File: src/rtl/router_pkg.sv
// Shared constants and types for the router input-port transmitter.
//   ADDR_W      - destination address width; one serial cycle per bit
//   PAD_CYCLES  - pad cycles between the address and the payload
//   BYTE_W      - payload byte width
//   state_e     - transmitter FSM states
//   addr_t      - destination address type
package router_pkg;

    localparam int unsigned ADDR_W     = 4;
    localparam int unsigned PAD_CYCLES = 5;
    localparam int unsigned BYTE_W     = 8;
    localparam int unsigned BIT_IDX_W  = $clog2(BYTE_W);

    typedef logic [ADDR_W-1:0] addr_t;

    typedef enum logic [2:0] {
        IDLE,
        ADDR,
        PAD,
        DATA,
        STALL
    } state_e;

endpackage

File: src/rtl/router_byte_shifter.sv
// One-byte hold register feeding an LSB-first byte shifter.
//   clk, reset    - clock, asynchronous active-high reset
//   accept_en_i   - upstream may hand over a byte (packet context allows it)
//   byte_valid_i  - byte offered; byte_ready_o - byte accepted when both high
//   byte_data_i   - byte value; byte_last_i - final byte of the packet
//   accept_o      - a byte handshake happens this cycle
//   hold_full_o   - hold register occupied
//   load_i        - move the pending byte (hold, or the byte accepted this
//                   cycle when hold is empty) into the shifter
//   shift_i       - advance the shifter by one bit
//   bit_next_o    - bit the shifter presents after this clock edge
//   last_o        - byte in the shifter is the last of its packet
//   bit_idx_o     - index of the bit currently presented
module router_byte_shifter (
    input  logic                               clk,
    input  logic                               reset,
    input  logic                               accept_en_i,
    input  logic                               byte_valid_i,
    output logic                               byte_ready_o,
    input  logic [router_pkg::BYTE_W-1:0]      byte_data_i,
    input  logic                               byte_last_i,
    output logic                               accept_o,
    output logic                               hold_full_o,
    input  logic                               load_i,
    input  logic                               shift_i,
    output logic                               bit_next_o,
    output logic                               last_o,
    output logic [router_pkg::BIT_IDX_W-1:0]   bit_idx_o
);
    import router_pkg::*;

    logic [BYTE_W-1:0]    hold_q;
    logic                 hold_last_q;
    logic                 hold_full_q;
    logic [BYTE_W-1:0]    shift_q;
    logic                 last_q;
    logic [BIT_IDX_W-1:0] idx_q;
    logic [BYTE_W-1:0]    src_byte;
    logic                 src_last;

    assign byte_ready_o = accept_en_i && !hold_full_q;
    assign accept_o     = byte_valid_i && byte_ready_o;
    assign hold_full_o  = hold_full_q;
    assign last_o       = last_q;
    assign bit_idx_o    = idx_q;

    // With an empty hold, a byte arriving on the load cycle bypasses the hold.
    always_comb begin
        src_byte   = hold_full_q ? hold_q : byte_data_i;
        src_last   = hold_full_q ? hold_last_q : byte_last_i;
        bit_next_o = shift_q[0];
        if (load_i) begin
            bit_next_o = src_byte[0];
        end else if (shift_i) begin
            bit_next_o = shift_q[1];
        end
    end

    always_ff @(posedge clk or posedge reset) begin
        if (reset) begin
            hold_q      <= '0;
            hold_last_q <= 1'b0;
            hold_full_q <= 1'b0;
            shift_q     <= '0;
            last_q      <= 1'b0;
            idx_q       <= '0;
        end else if (load_i) begin
            shift_q     <= src_byte;
            last_q      <= src_last;
            idx_q       <= '0;
            hold_full_q <= 1'b0;
        end else begin
            if (shift_i) begin
                shift_q <= shift_q >> 1;
                idx_q   <= idx_q + 1'b1;
            end
            if (accept_o) begin
                hold_q      <= byte_data_i;
                hold_last_q <= byte_last_i;
                hold_full_q <= 1'b1;
            end
        end
    end

endmodule

File: src/rtl/router_port_driver.sv
// Serial transmitter for one router input port: address bits (LSB first),
// pad cycles, then payload bytes (LSB first) on din/frame_n/valid_n.
//   clk, reset            - clock, asynchronous active-high reset
//   hdr_valid/hdr_ready   - header handshake, hdr_addr = destination port
//   byte_valid/byte_ready - payload handshake, byte_data/byte_last
//   din, frame_n, valid_n - registered serial interface to the router
//   busy                  - packet in flight (header accept to packet end)
//   pkt_done              - one-cycle pulse after the final payload bit
module router_port_driver #(
    parameter int unsigned ADDR_W     = router_pkg::ADDR_W,
    parameter int unsigned PAD_CYCLES = router_pkg::PAD_CYCLES
) (
    input  logic              clk,
    input  logic              reset,
    input  logic              hdr_valid,
    output logic              hdr_ready,
    input  logic [ADDR_W-1:0] hdr_addr,
    input  logic              byte_valid,
    output logic              byte_ready,
    input  logic [7:0]        byte_data,
    input  logic              byte_last,
    output logic              din,
    output logic              frame_n,
    output logic              valid_n,
    output logic              busy,
    output logic              pkt_done
);
    import router_pkg::*;

    localparam int unsigned CNT_MAX = (ADDR_W > PAD_CYCLES) ? ADDR_W : PAD_CYCLES;
    localparam int unsigned CNT_W   = (CNT_MAX > 1) ? $clog2(CNT_MAX) : 1;

    localparam logic [BIT_IDX_W-1:0] LastIdx    = BIT_IDX_W'(BYTE_W - 1);
    localparam logic [BIT_IDX_W-1:0] PenultIdx  = BIT_IDX_W'(BYTE_W - 2);

    state_e              state_q, state_d;
    logic [CNT_W-1:0]    cnt_q, cnt_d;
    logic [ADDR_W-1:0]   addr_q, addr_d, addr_sh;
    logic                last_acc_q, last_acc_d;
    logic                din_q, din_d;
    logic                frame_n_q, frame_n_d;
    logic                valid_n_q, valid_n_d;
    logic                busy_q, busy_d;
    logic                pkt_done_q, pkt_done_d;

    logic                accept_en;
    logic                byte_acc;
    logic                hold_full;
    logic                hold_avail;
    logic                load;
    logic                shift;
    logic                bit_next;
    logic                cur_last;
    logic                final_bit;
    logic [BIT_IDX_W-1:0] bit_idx;

    assign hdr_ready = !reset && (state_q == IDLE);
    assign accept_en = !reset && (state_q != IDLE) && !last_acc_q;
    // A byte accepted this cycle counts as available for an immediate load.
    assign hold_avail = hold_full || byte_acc;

    assign din      = din_q;
    assign frame_n  = frame_n_q;
    assign valid_n  = valid_n_q;
    assign busy     = busy_q;
    assign pkt_done = pkt_done_q;

    router_byte_shifter u_shifter (
        .clk          (clk),
        .reset        (reset),
        .accept_en_i  (accept_en),
        .byte_valid_i (byte_valid),
        .byte_ready_o (byte_ready),
        .byte_data_i  (byte_data),
        .byte_last_i  (byte_last),
        .accept_o     (byte_acc),
        .hold_full_o  (hold_full),
        .load_i       (load),
        .shift_i      (shift),
        .bit_next_o   (bit_next),
        .last_o       (cur_last),
        .bit_idx_o    (bit_idx)
    );

    always_comb begin
        state_d    = state_q;
        cnt_d      = cnt_q;
        addr_d     = addr_q;
        last_acc_d = last_acc_q;
        load       = 1'b0;
        shift      = 1'b0;
        final_bit  = 1'b0;
        pkt_done_d = 1'b0;
        if (byte_acc && byte_last) begin
            last_acc_d = 1'b1;
        end
        unique case (state_q)
            IDLE: begin
                if (hdr_valid && hdr_ready) begin
                    state_d    = ADDR;
                    cnt_d      = '0;
                    addr_d     = hdr_addr;
                    last_acc_d = 1'b0;
                end
            end
            ADDR: begin
                if (cnt_q == CNT_W'(ADDR_W - 1)) begin
                    state_d = PAD;
                    cnt_d   = '0;
                end else begin
                    cnt_d = cnt_q + 1'b1;
                end
            end
            PAD: begin
                if (cnt_q == CNT_W'(PAD_CYCLES - 1)) begin
                    cnt_d = '0;
                    if (hold_avail) begin
                        state_d = DATA;
                        load    = 1'b1;
                    end else begin
                        state_d = STALL;
                    end
                end else begin
                    cnt_d = cnt_q + 1'b1;
                end
            end
            STALL: begin
                if (hold_avail) begin
                    state_d = DATA;
                    load    = 1'b1;
                end
            end
            DATA: begin
                if (bit_idx != LastIdx) begin
                    shift     = 1'b1;
                    final_bit = cur_last && (bit_idx == PenultIdx);
                end else if (cur_last) begin
                    state_d    = IDLE;
                    pkt_done_d = 1'b1;
                end else if (hold_avail) begin
                    load = 1'b1;
                end else begin
                    state_d = STALL;
                end
            end
            default: state_d = IDLE;
        endcase
    end

    // Serial outputs are registered from next-state so they line up with state_q.
    always_comb begin
        addr_sh   = addr_d >> cnt_d;
        din_d     = 1'b0;
        frame_n_d = 1'b1;
        valid_n_d = 1'b1;
        unique case (state_d)
            IDLE: begin
                din_d = 1'b0;
            end
            ADDR: begin
                frame_n_d = 1'b0;
                din_d     = addr_sh[0];
            end
            PAD: begin
                frame_n_d = 1'b0;
                din_d     = 1'b1;
            end
            STALL: begin
                frame_n_d = 1'b0;
            end
            DATA: begin
                frame_n_d = final_bit;
                valid_n_d = 1'b0;
                din_d     = bit_next;
            end
            default: begin
                din_d = 1'b0;
            end
        endcase
        busy_d = (state_d != IDLE);
    end

    always_ff @(posedge clk or posedge reset) begin
        if (reset) begin
            state_q    <= IDLE;
            cnt_q      <= '0;
            addr_q     <= '0;
            last_acc_q <= 1'b0;
            din_q      <= 1'b0;
            frame_n_q  <= 1'b1;
            valid_n_q  <= 1'b1;
            busy_q     <= 1'b0;
            pkt_done_q <= 1'b0;
        end else begin
            state_q    <= state_d;
            cnt_q      <= cnt_d;
            addr_q     <= addr_d;
            last_acc_q <= last_acc_d;
            din_q      <= din_d;
            frame_n_q  <= frame_n_d;
            valid_n_q  <= valid_n_d;
            busy_q     <= busy_d;
            pkt_done_q <= pkt_done_d;
        end
    end

endmodule

File: config.mk
export PLATFORM = sky130hd
export DESIGN_NAME = router_port_driver
export DESIGN_NICKNAME = d
export VERILOG_FILES = /design/src/rtl/router_pkg.sv /design/src/rtl/router_byte_shifter.sv /design/src/rtl/router_port_driver.sv
export SDC_FILE = /design/constraint.sdc
export NUM_CORES = 1
export LEC_CHECK = 0
export BUFFER_PORTS_ARGS = -buffer_cell sky130_fd_sc_hd__clkbuf_2
export CAP_MARGIN = 20
export CORE_AREA = 2 2 67 69
export DETAILED_ROUTE_END_ITERATION = 10
export DIE_AREA = 0 0 69 71
export PLACE_DENSITY = 0.75
export SYNTH_ARGS = -nofsm -noshare
export SYNTH_HDL_FRONTEND = slang
export SYNTH_SLANG_ARGS = --single-unit
File: constraint.sdc
create_clock -name clk -period 2.1 [get_ports clk]
set_input_delay 0.105 -clock clk [delete_from_list [all_inputs] [get_ports clk]]
set_output_delay 0.105 -clock clk [all_outputs]
set_load 0.02 [all_outputs]
==> results of run 1 <==
## synth_stat cells (2+ instances only)
library cell   n
a31oi_1        2
nand2_1       14
ha_1           7
a22o_1         2
o21ai_1        2
a21oi_1        7
and3b_1        2
nor2_1         8
o21ai_0       10
nor3_1         3
mux2_2        14
a21o_1         2
a22oi_1        6
dfrtp_1       36
dfstp_2        2
or3_1          2
clkbuf_1       3
nand3b_1       3
inv_1          8
nand3_1        4
mux2i_1       13
nand2b_1       3
buf_4          2
## sequential cells by signal, summed over array words and instances, names as in the netlist, 3 cells and up
register / flops
u_shifter.bit_idx_o: 3
u_shifter.hold_q: 8
cnt_q: 3
addr_q: 4
u_shifter.shift_q: 8
state_q: 3
## repair_timing
item	4_1_cts	5_1_grt
buffers inserted	0	1
hold buffers	1	0
hold endpoints to repair	13	0
endpoints found under the setup margin	0	1
gates resized for setup	0	7
## per-layer routing
| metal | track usage, % | vias up |
|---|---|---|
| li1 | - | 715 |
| met5 | 0 | - |
| met1 | 21.0 | 691 |
| met4 | 6.75 | 0 |
| met2 | 28.1 | 24 |
| met3 | 4.84 | 7 |
## where the power goes
part	total [mW]	internal, mW	leakage [nW]	switching, mW
logic	1.53	0.778	0.630	0.755
registers	1.29	1.07	0.471	0.225
clock network	0.606	0.349	0.0579	0.257
total	3.43	2.19	1.16	1.24
## cell type report
| type | instances | area [um2] |
|---|---|---|
| fillers | 365 | 1800 |
| multi-input cells | 124 | 1010 |
| flip-flops and latches | 38 | 955 |
| repair buffers | 37 | 235 |
| clock buffers | 5 | 68.8 |
| well taps | 52 | 65.1 |
| clock inverters | 3 | 40.0 |
| inverters | 8 | 30.0 |
## placed cells by master (no fill, tap or decap), types with 3 or more instances in the layout
cell / count
a21oi_1: 7
a22oi_1: 6
buf_4: 12
clkbuf_2: 23
clkbuf_8: 5
dfrtp_1: 35
ha_1: 4
ha_2: 3
inv_1: 8
mux2_2: 14
mux2i_1: 13
nand2_1: 14
nand2b_1: 3
nand3_1: 4
nand3b_1: 3
nor2_1: 8
nor3_1: 3
o21ai_0: 10
## final timing paths
path	startpoint	endpoint	slack (ns)	cells past startpoint
worst min register to register	addr_q[3]	addr_q[3]	0.50	1
max in group asynchronous	reset	u_shifter.hold_full_o	1.06	4
worst max register to register	cnt_q[0]	din	0.07	8
min in group asynchronous	reset	cnt_q[1]	0.50	3
worst max-delay path	cnt_q[0]	din	0.07	8
worst min-delay path	hdr_valid	last_acc_q	0.03	2
## stage by stage
step | area (um2) | hold WS [ns]
after detailed placement | 2250 | 0.268
after global placement | 2250 | 0.265
final | 2410 | 0.0272
after floorplan | 2000 | 0.191
after global routing | 2410 | 0.0188
after CTS | 2370 | 0.0190
## cell families (layout without fill, tap and decap cells)
logic type               count (synthesis)  count (layout)  share of synthesized area, %
multiplexers                            27              27                          14.4
XOR/XNOR                                 2               2                         0.875
AO/OA/AOI/OAI                           40              40                          15.1
flip-flops                              38              38                          47.6
AND/OR/NAND/NOR                         48              48                          14.3
buffers and inverters                   14              53                          3.37
adder cells (fa/ha/maj)                  7               7                          4.37
==> impl_metrics.tcl, run 1 <==
set metrics [dict create \
    dr_wl_met2_mm 1.86 \
    setup_viol 0 \
    report.final.slew_viol_count 0 \
    die_h_um 71 \
    max_freq_mhz 493 \
    vias_per_cell 5.38 \
    hpwl_mm 2.79 \
    min_period_over_period_pct 96.7 \
    power_density_nw_per_um2 1420 \
    antenna_found_initial 0 \
    cts_buffer_depth 2 \
    ant_nets 0 \
    critPathArrivalTime_ns 2.25 \
    cts_max_level 2 \
    io_pins 24 \
    syn-num-nets 200 \
    cts_root_buf "clkbuf_8" \
    ys.flop_type "dfrtp_1" \
    yosysUniqueCellTypes 44 \
    cp_data_required_time_ns 2.32 \
    routabilityCongestion 0.943 \
    start_util_pct 47.6 \
    async_reset_ff_share_pct 100 \
    setup_tns_ns 0 \
    ys.warnings.count 0 \
    netlist_area_um2 2000 \
    final_core_util_pct 57.3 \
    grt.total_usage_pct 16.9 \
    max_stage_delay_ns 0.46 \
    clk_pin_slew_ns 0.07 \
    topRoutingLayerUsed "met4" \
    dp_cells 257 \
    drive_gt1_share_pct 36.3 \
    preCtsSetupSlack_ns 0.0249 \
    wl_mm 3.83 \
    setup_ws_ns 0.0696 \
    grt_pass1_wl_mm 6.53 \
    coreArea_um2 4200 \
    cp_top_family "simple AND/OR/NAND/NOR gates" \
    met1Wirelength_mm 1.74 \
    vias 1437 \
    endpoint_kind "register" \
    yosysTopAreaCellShare_pct 45.0 \
    dieWidth_um 69 \
    synth_largest_area_cell "dfrtp_1" \
    cts.sinks 38 \
    status "complete, no violations" \
    synth-edff-count 0 \
    worst_slew_pin_slew_ns 0.658 \
    drt_iter0_drc 36 \
    period_minus_slack_ns 2.03 \
    cp-start-kind "register" \
    layout.nets 238 \
    slowest_stage "or3b_2" \
    hold_violations 0 \
    rsz0062_at_grt "no" \
    die_area_um2 4900 \
    num_rows 24 \
    synthTopCellsByArea "dfrtp_1, mux2_2, mux2i_1" \
    synthToLayoutAreaGrowth_pct 20.2 \
    wl_per_cell_um 14.3 \
    worst_hold_path_type "input pin to register" \
    synthCells 176 \
    num_antenna_cells 0 \
    first_pass_iters 4 \
    grt_max_degree 24 \
    max_slew_margin_pct 56.1 \
    critPathKind "register to register" \
    cts_buffers 5 \
    cp.buffers_inverters 1 \
    grt_pass1_vias 1467 \
    avgSynthCellArea_um2 11.4 \
    synth_seq_cells 38 \
    portBuffers 23 \
    clkLatencyLatePin_ns 0.29 \
    p_leak_nw 1.16 \
    cap_viol_max_count 0 \
    yosysSeqAreaShare_pct 47.6 \
    finalPower_mw 3.43 \
    path_max_fanout 4 \
    route.met3.wl_um 144 \
    crit_chain "inv_1 > ha_2 > nand2_1 > or3b_2 > a22o_4 > mux2i_1 > or3_1 > o211ai_2" \
    grt-ovfl-total 0 \
    drc 0 \
    stdcell_count 267 \
    peakVddDrop_uv 799 \
    cts_tree "built" \
    finClkSkew_ns 0.00336 \
]
No activity file was read; power rests on OpenSTA's default activity.
==> run 2: changes to the inputs <==
--- a/config.mk
+++ b/config.mk
@@ -10,7 +10,7 @@
 export CORE_AREA = 2 2 67 69
 export DETAILED_ROUTE_END_ITERATION = 10
 export DIE_AREA = 0 0 69 71
-export PLACE_DENSITY = 0.75
+export PLACE_DENSITY = 0.72
 export SYNTH_ARGS = -nofsm -noshare
 export SYNTH_HDL_FRONTEND = slang
 export SYNTH_SLANG_ARGS = --single-unit
==> constraint.sdc (replaced) <==
create_clock -name clk -period 2 [get_ports clk]
set_input_delay 0.1 -clock clk [delete_from_list [all_inputs] [get_ports clk]]
set_output_delay 0.1 -clock clk [all_outputs]
set_load 0.01 [all_outputs]
==> impl_metrics.tcl, run 2 (synthesized netlist as in run 1, its figures left out) <==
set metrics [dict create \
    max_freq_mhz 521 \
    drive_gt1_share_pct 39.8 \
    whs_ns 0.0272 \
    r2r_slack_ns 0.08 \
    grt_max_degree 30 \
    cts_root_buf "clkbuf_8" \
    cts_tree "built" \
    dp_cells 266 \
    path_max_fanout 7 \
    max_stage_delay_ns 0.45 \
    num_rows 24 \
    grt_util_met1_pct 20.2 \
    num_antenna_cells 0 \
    crit_start "state_q[2]" \
    drc 0 \
    wl_per_cell_um 14.5 \
    power_density_nw_per_um2 1420 \
    grt_use_met3_pct 4.27 \
    portBuffers 23 \
    crit_chain "buf_4 > buf_4 > a21o_1 > a21oi_1 > a22o_1 > buf_4 > mux2i_1 > o211ai_2" \
    setup_viol 0 \
    cts_buffer_depth 2 \
    worstRegToRegCells 8 \
    grt_use_met2_pct 32.6 \
    cp_data_required_time_ns 2.17 \
    fillCellCount 366 \
    final_area_um2 2480 \
    grt.total_usage_pct 17.7 \
    worst-path-stages 8 \
    hpwl_mm 2.98 \
    status "complete, no violations" \
    crit_end "din" \
    cp-start-kind "register" \
    rr_endpoint "din" \
    top_usage_layer "met2" \
    io_pins 24 \
    endpoint_kind "register" \
    dieWidth_um 69 \
    worst_hold_path_type "input pin to register" \
    critPathKind "register to register" \
    die_area_um2 4900 \
    grt_pass1_vias 1558 \
    layout.nets 250 \
    rsz0062_at_grt "yes" \
    die_h_um 71 \
    wl_mm 4.04 \
    critPathArrivalTime_ns 2.08 \
    p_leak_nw 1.18 \
    critPathMostFrequentCell "buf_4" \
    clkLatencyLatePin_ns 0.29 \
    grt-ovfl-total 0 \
    layout_common_cells "dfrtp_1, clkbuf_2, buf_4" \
    cp.buffers_inverters 3 \
    rr_startpoint "state_q[2]" \
    top_regs "u_shifter.hold_q (8), u_shifter.shift_q (8), addr_q (4)" \
    coreArea_um2 4200 \
    cap_viol_max_count 0 \
    setup_tns_ns 0 \
    report.final.slew_viol_count 0 \
    cts_buffers 5 \
    min_period_over_period_pct 95.9 \
    period_minus_slack_ns 1.92 \
    hold_violations 0 \
    first_pass_iters 5 \
    antenna_found_initial 0 \
    vias_per_cell 5.35 \
    finClkSkew_ns 0.00329 \
    cts.sinks 38 \
    max_slew_margin_pct 70.3 \
    vias 1486 \
    cts_max_level 2 \
    final_common_cell "dfrtp_1" \
    worst_slew_pin_slew_ns 0.445 \
    cp_top_family "compound AO/OA/AOI/OAI gates" \
    synthToLayoutAreaGrowth_pct 23.7 \
    grt_pass1_wl_mm 6.95 \
    start_util_pct 47.6 \
    peakVddDrop_uv 696 \
    stdcell_count 278 \
    clk_pin_slew_ns 0.07 \
    drt_iter0_drc 36 \
    slowest_stage "dfrtp_2" \
    ant_nets 0 \
    routabilityCongestion 0.804 \
    placed_area_um2 2320 \
]
## run 2: final cells by class
cell class	instances	area [um2]	area share [%]
Inverter	8	30.0	1.21
Tap cell	52	65.1	2.63
Timing Repair Buffer	48	318	12.8
Multi-Input combinational cell	125	1030	41.6
Sequential cell	38	955	38.5
Clock buffer	6	72.6	2.93
Clock inverter	1	7.51	0.303
## run 2: worst min path at each step
stage          cells past startpoint      start  slack [ns]          to
2_1_floorplan                      1  hdr_valid        0.19  last_acc_q
3_5_place_dp                       2      reset        0.16    pkt_done
6_report                           2  hdr_valid        0.03  last_acc_q
3_3_place_gp                       2      reset        0.15    pkt_done
5_1_grt                            2  hdr_valid        0.04  last_acc_q
4_1_cts                            2  hdr_valid        0.02  last_acc_q
## run 2: worst register-to-register path: cells and delay by family (launching register included)
kind	cells	cell delay, ns
buffers and inverters	3	0.47
flip-flops	1	0.45
AO/OA/AOI/OAI	4	0.65
multiplexers	1	0.22
## run 2: repair_timing
action | in CTS | in global routing
resized for setup | 2 | 10
endpoints found under the setup margin | 1 | 16
cloned | 0 | 1
pin swaps | 2 | 3
hold buffers | 1 | 0
endpoints found under the hold margin | 9 | 0
setup buffers | 2 | 1
## run 2: metrics by stage
stage	utilization [%]	power (mW)	setup WS (ns)
after floorplan	-	2.44	0.0237
after global placement	55.1	2.89	0.0302
after detailed placement	55.1	2.96	-0.0109
after CTS	57.7	3.50	0.00520
after global routing	58.9	3.82	-0.0312
final	58.9	3.53	0.0821
## run 2: routing by layer
layer	share of wire, %	up-vias
met5	0	-
met4	1.5	0
met3	3.3	7
met2	52	24
met1	43	718
li1	-	737
## run 2: report_power, final
part / internal, mW / total (mW) / switching, mW
Sequential: 1.12 / 1.33 / 0.215
Combinational: 0.887 / 1.70 / 0.809
Clock: 0.239 / 0.501 / 0.262
Total: 2.24 / 3.53 / 1.29
==> run 3: changes to the inputs <==
--- a/config.mk
+++ b/config.mk
@@ -5,12 +5,13 @@
 export SDC_FILE = /design/constraint.sdc
 export NUM_CORES = 1
 export LEC_CHECK = 0
+export ABC_AREA = 1
 export BUFFER_PORTS_ARGS = -buffer_cell sky130_fd_sc_hd__clkbuf_2
 export CAP_MARGIN = 20
-export CORE_AREA = 2 2 67 69
+export CORE_AREA = 2 2 68 70
 export DETAILED_ROUTE_END_ITERATION = 10
-export DIE_AREA = 0 0 69 71
-export PLACE_DENSITY = 0.72
+export DIE_AREA = 0 0 70 72
+export PLACE_DENSITY = 0.71
 export SYNTH_ARGS = -nofsm -noshare
 export SYNTH_HDL_FRONTEND = slang
 export SYNTH_SLANG_ARGS = --single-unit
==> impl_metrics.tcl, run 3 <==
set metrics [dict create \
    drive_gt1_share_pct 22.6 \
    endpoint_kind "register" \
    postCtsSetupBuffers 0 \
    async_reset_ff_share_pct 100 \
    yosysUniqueCellTypes 31 \
    num_antenna_cells 0 \
    die_h_um 72 \
    vias 1559 \
    coreArea_um2 4260 \
    hold_buffers 1 \
    cts_root_buf "clkbuf_8" \
    max_slew_margin_pct 71.1 \
    cts_buffers 5 \
    worstRegToRegCells 9 \
    die_area_um2 5040 \
    rr_endpoint "din" \
    synth-edff-count 0 \
    synthTopCellsByArea "dfrtp_1, nand2_1, inv_1" \
    yosysSeqAreaShare_pct 47.1 \
    cts_tree "built" \
    ant_nets 0 \
    critPathArrivalTime_ns 1.96 \
    drt_iter0_drc 44 \
    final_common_cell "nand2_1" \
    grt.total_usage_pct 16.8 \
    setup_tns_ns 0 \
    cts_max_level 2 \
    hp-start "hdr_addr[3]" \
    synth_largest_area_cell "dfrtp_1" \
    ys.flop_type "dfrtp_1" \
    num_rows 24 \
    drc 0 \
    grt_pass1_vias 1574 \
    clk_pin_slew_ns 0.08 \
    finalPower_mw 3.61 \
    yosys-top-cells-count "nand2_1, inv_1, dfrtp_1" \
    hold_end "addr_q[3]" \
    vias_per_cell 4.78 \
    grt-ovfl-total 0 \
    antenna_found_initial 0 \
    first_pass_iters 5 \
    final_area_um2 2340 \
    ys.warnings.count 0 \
    netlist_area_um2 2030 \
    synthToLayoutAreaGrowth_pct 15.5 \
    avgSynthCellArea_um2 8.30 \
    start_util_pct 47.5 \
    r2r_slack_ns 0.23 \
    grt_max_degree 32 \
    routabilityCongestion 0.787 \
    status "complete, no violations" \
    preCtsSetupSlack_ns 0.239 \
    layout_common_cells "nand2_1, inv_1, dfrtp_1" \
    period_minus_slack_ns 1.77 \
    layout.nets 297 \
    top_regs "u_shifter.hold_q (8), u_shifter.shift_q (8), addr_q (4)" \
    placed_area_um2 2190 \
    hpwl_mm 2.78 \
    setup_viol 0 \
    critPathKind "register to register" \
    synthCells 244 \
    dieWidth_um 70 \
    max_freq_mhz 564 \
    wl_per_cell_um 11.4 \
    power_density_nw_per_um2 1540 \
    clkLatencyLatePin_ns 0.29 \
    whs_path_depth 3 \
    worst_slew_pin_slew_ns 0.434 \
    cts_resized 0 \
    hold_violations 0 \
    peakVddDrop_uv 616 \
    synth.most_common_cell "nand2_1" \
    synth_seq_cells 38 \
    wl_mm 3.73 \
    portBuffers 23 \
    min_period_over_period_pct 88.6 \
    cp_data_required_time_ns 2.19 \
    io_pins 24 \
    p_leak_nw 1.28 \
    cts_buffer_depth 2 \
    report.final.slew_viol_count 0 \
    yosysTopAreaCellShare_pct 44.5 \
    rsz0062_at_grt "no" \
    cap_viol_max_count 0 \
    cts.sinks 38 \
    syn-num-nets 268 \
    final_core_util_pct 54.9 \
    path_max_fanout 6 \
    worst_hold_path_type "input pin to register" \
    cp-start-kind "register" \
    grt_pass1_wl_mm 6.71 \
    finClkSkew_ns 0.00572 \
    rr_startpoint "u_shifter.bit_idx_o[0]" \
    setup_ws_ns 0.227 \
]
[run 3: cell families after synthesis]
family,share of synthesized area [%]
adder cells (fa/ha/maj),4.32
AO/OA/AOI/OAI,12.5
AND/OR/NAND/NOR,24.6
flip-flops,47.1
buffers and inverters,11.5
[run 3: cell type report]
| cell class | instances | area, um2 |
|---|---|---|
| fill | 420 | 1920 |
| sequential | 38 | 953 |
| multi-input combinational | 154 | 840 |
| inverter | 47 | 191 |
| timing repair buffer | 27 | 148 |
| clock buffer | 6 | 82.6 |
| tap | 52 | 65.1 |
| clock inverter | 2 | 60.1 |
[run 3: layer usage]
metal / vias up / global-route usage [%] / part of all wire, %
met4: 0 / 7.05 / 1.7
met2: 29 / 30.8 / 49
met3: 6 / 3.61 / 3.2
li1: 818 / - / -
met5: - / 0 / 0
met1: 706 / 19.1 / 46
[run 3: worst max-delay path, stage by stage, from the launching register on]
cell and delay [ns]:
dfrtp_1 0.39, ha_1 0.20, ha_1 0.21, or2_1 0.40, nand2_1 0.11, nand2_1 0.05, nand2_1 0.07, nand2_2 0.06
a21oi_2 0.12, nand2_1 0.06
[run 3: stage by stage]
step	hold slack, ns	instances
after CTS	0.0454	326
after global routing	0.0569	326
after detailed placement	0.147	317
after global placement	0.145	317
final	0.0459	326
after floorplan	0.238	244
[run 3: power by group]
part | internal (mW) | leakage [nW] | switching (mW)
logic | 0.560 | 0.737 | 0.944
clock network | 0.532 | 0.0714 | 0.275
registers | 1.11 | 0.469 | 0.186
[run 3: worst max-delay path by stage]
stage                                 from   to  slack (ns)  depth (start not counted)
finish              u_shifter.bit_idx_o[0]  din        0.23                          9
global route                    state_q[1]  din        0.06                          9
CTS                 u_shifter.bit_idx_o[0]  din        0.23                          9
detailed placement  u_shifter.bit_idx_o[0]  din        0.24                          9
global placement    u_shifter.bit_idx_o[1]  din        0.24                          9
floorplan                            reset  din        0.11                          9
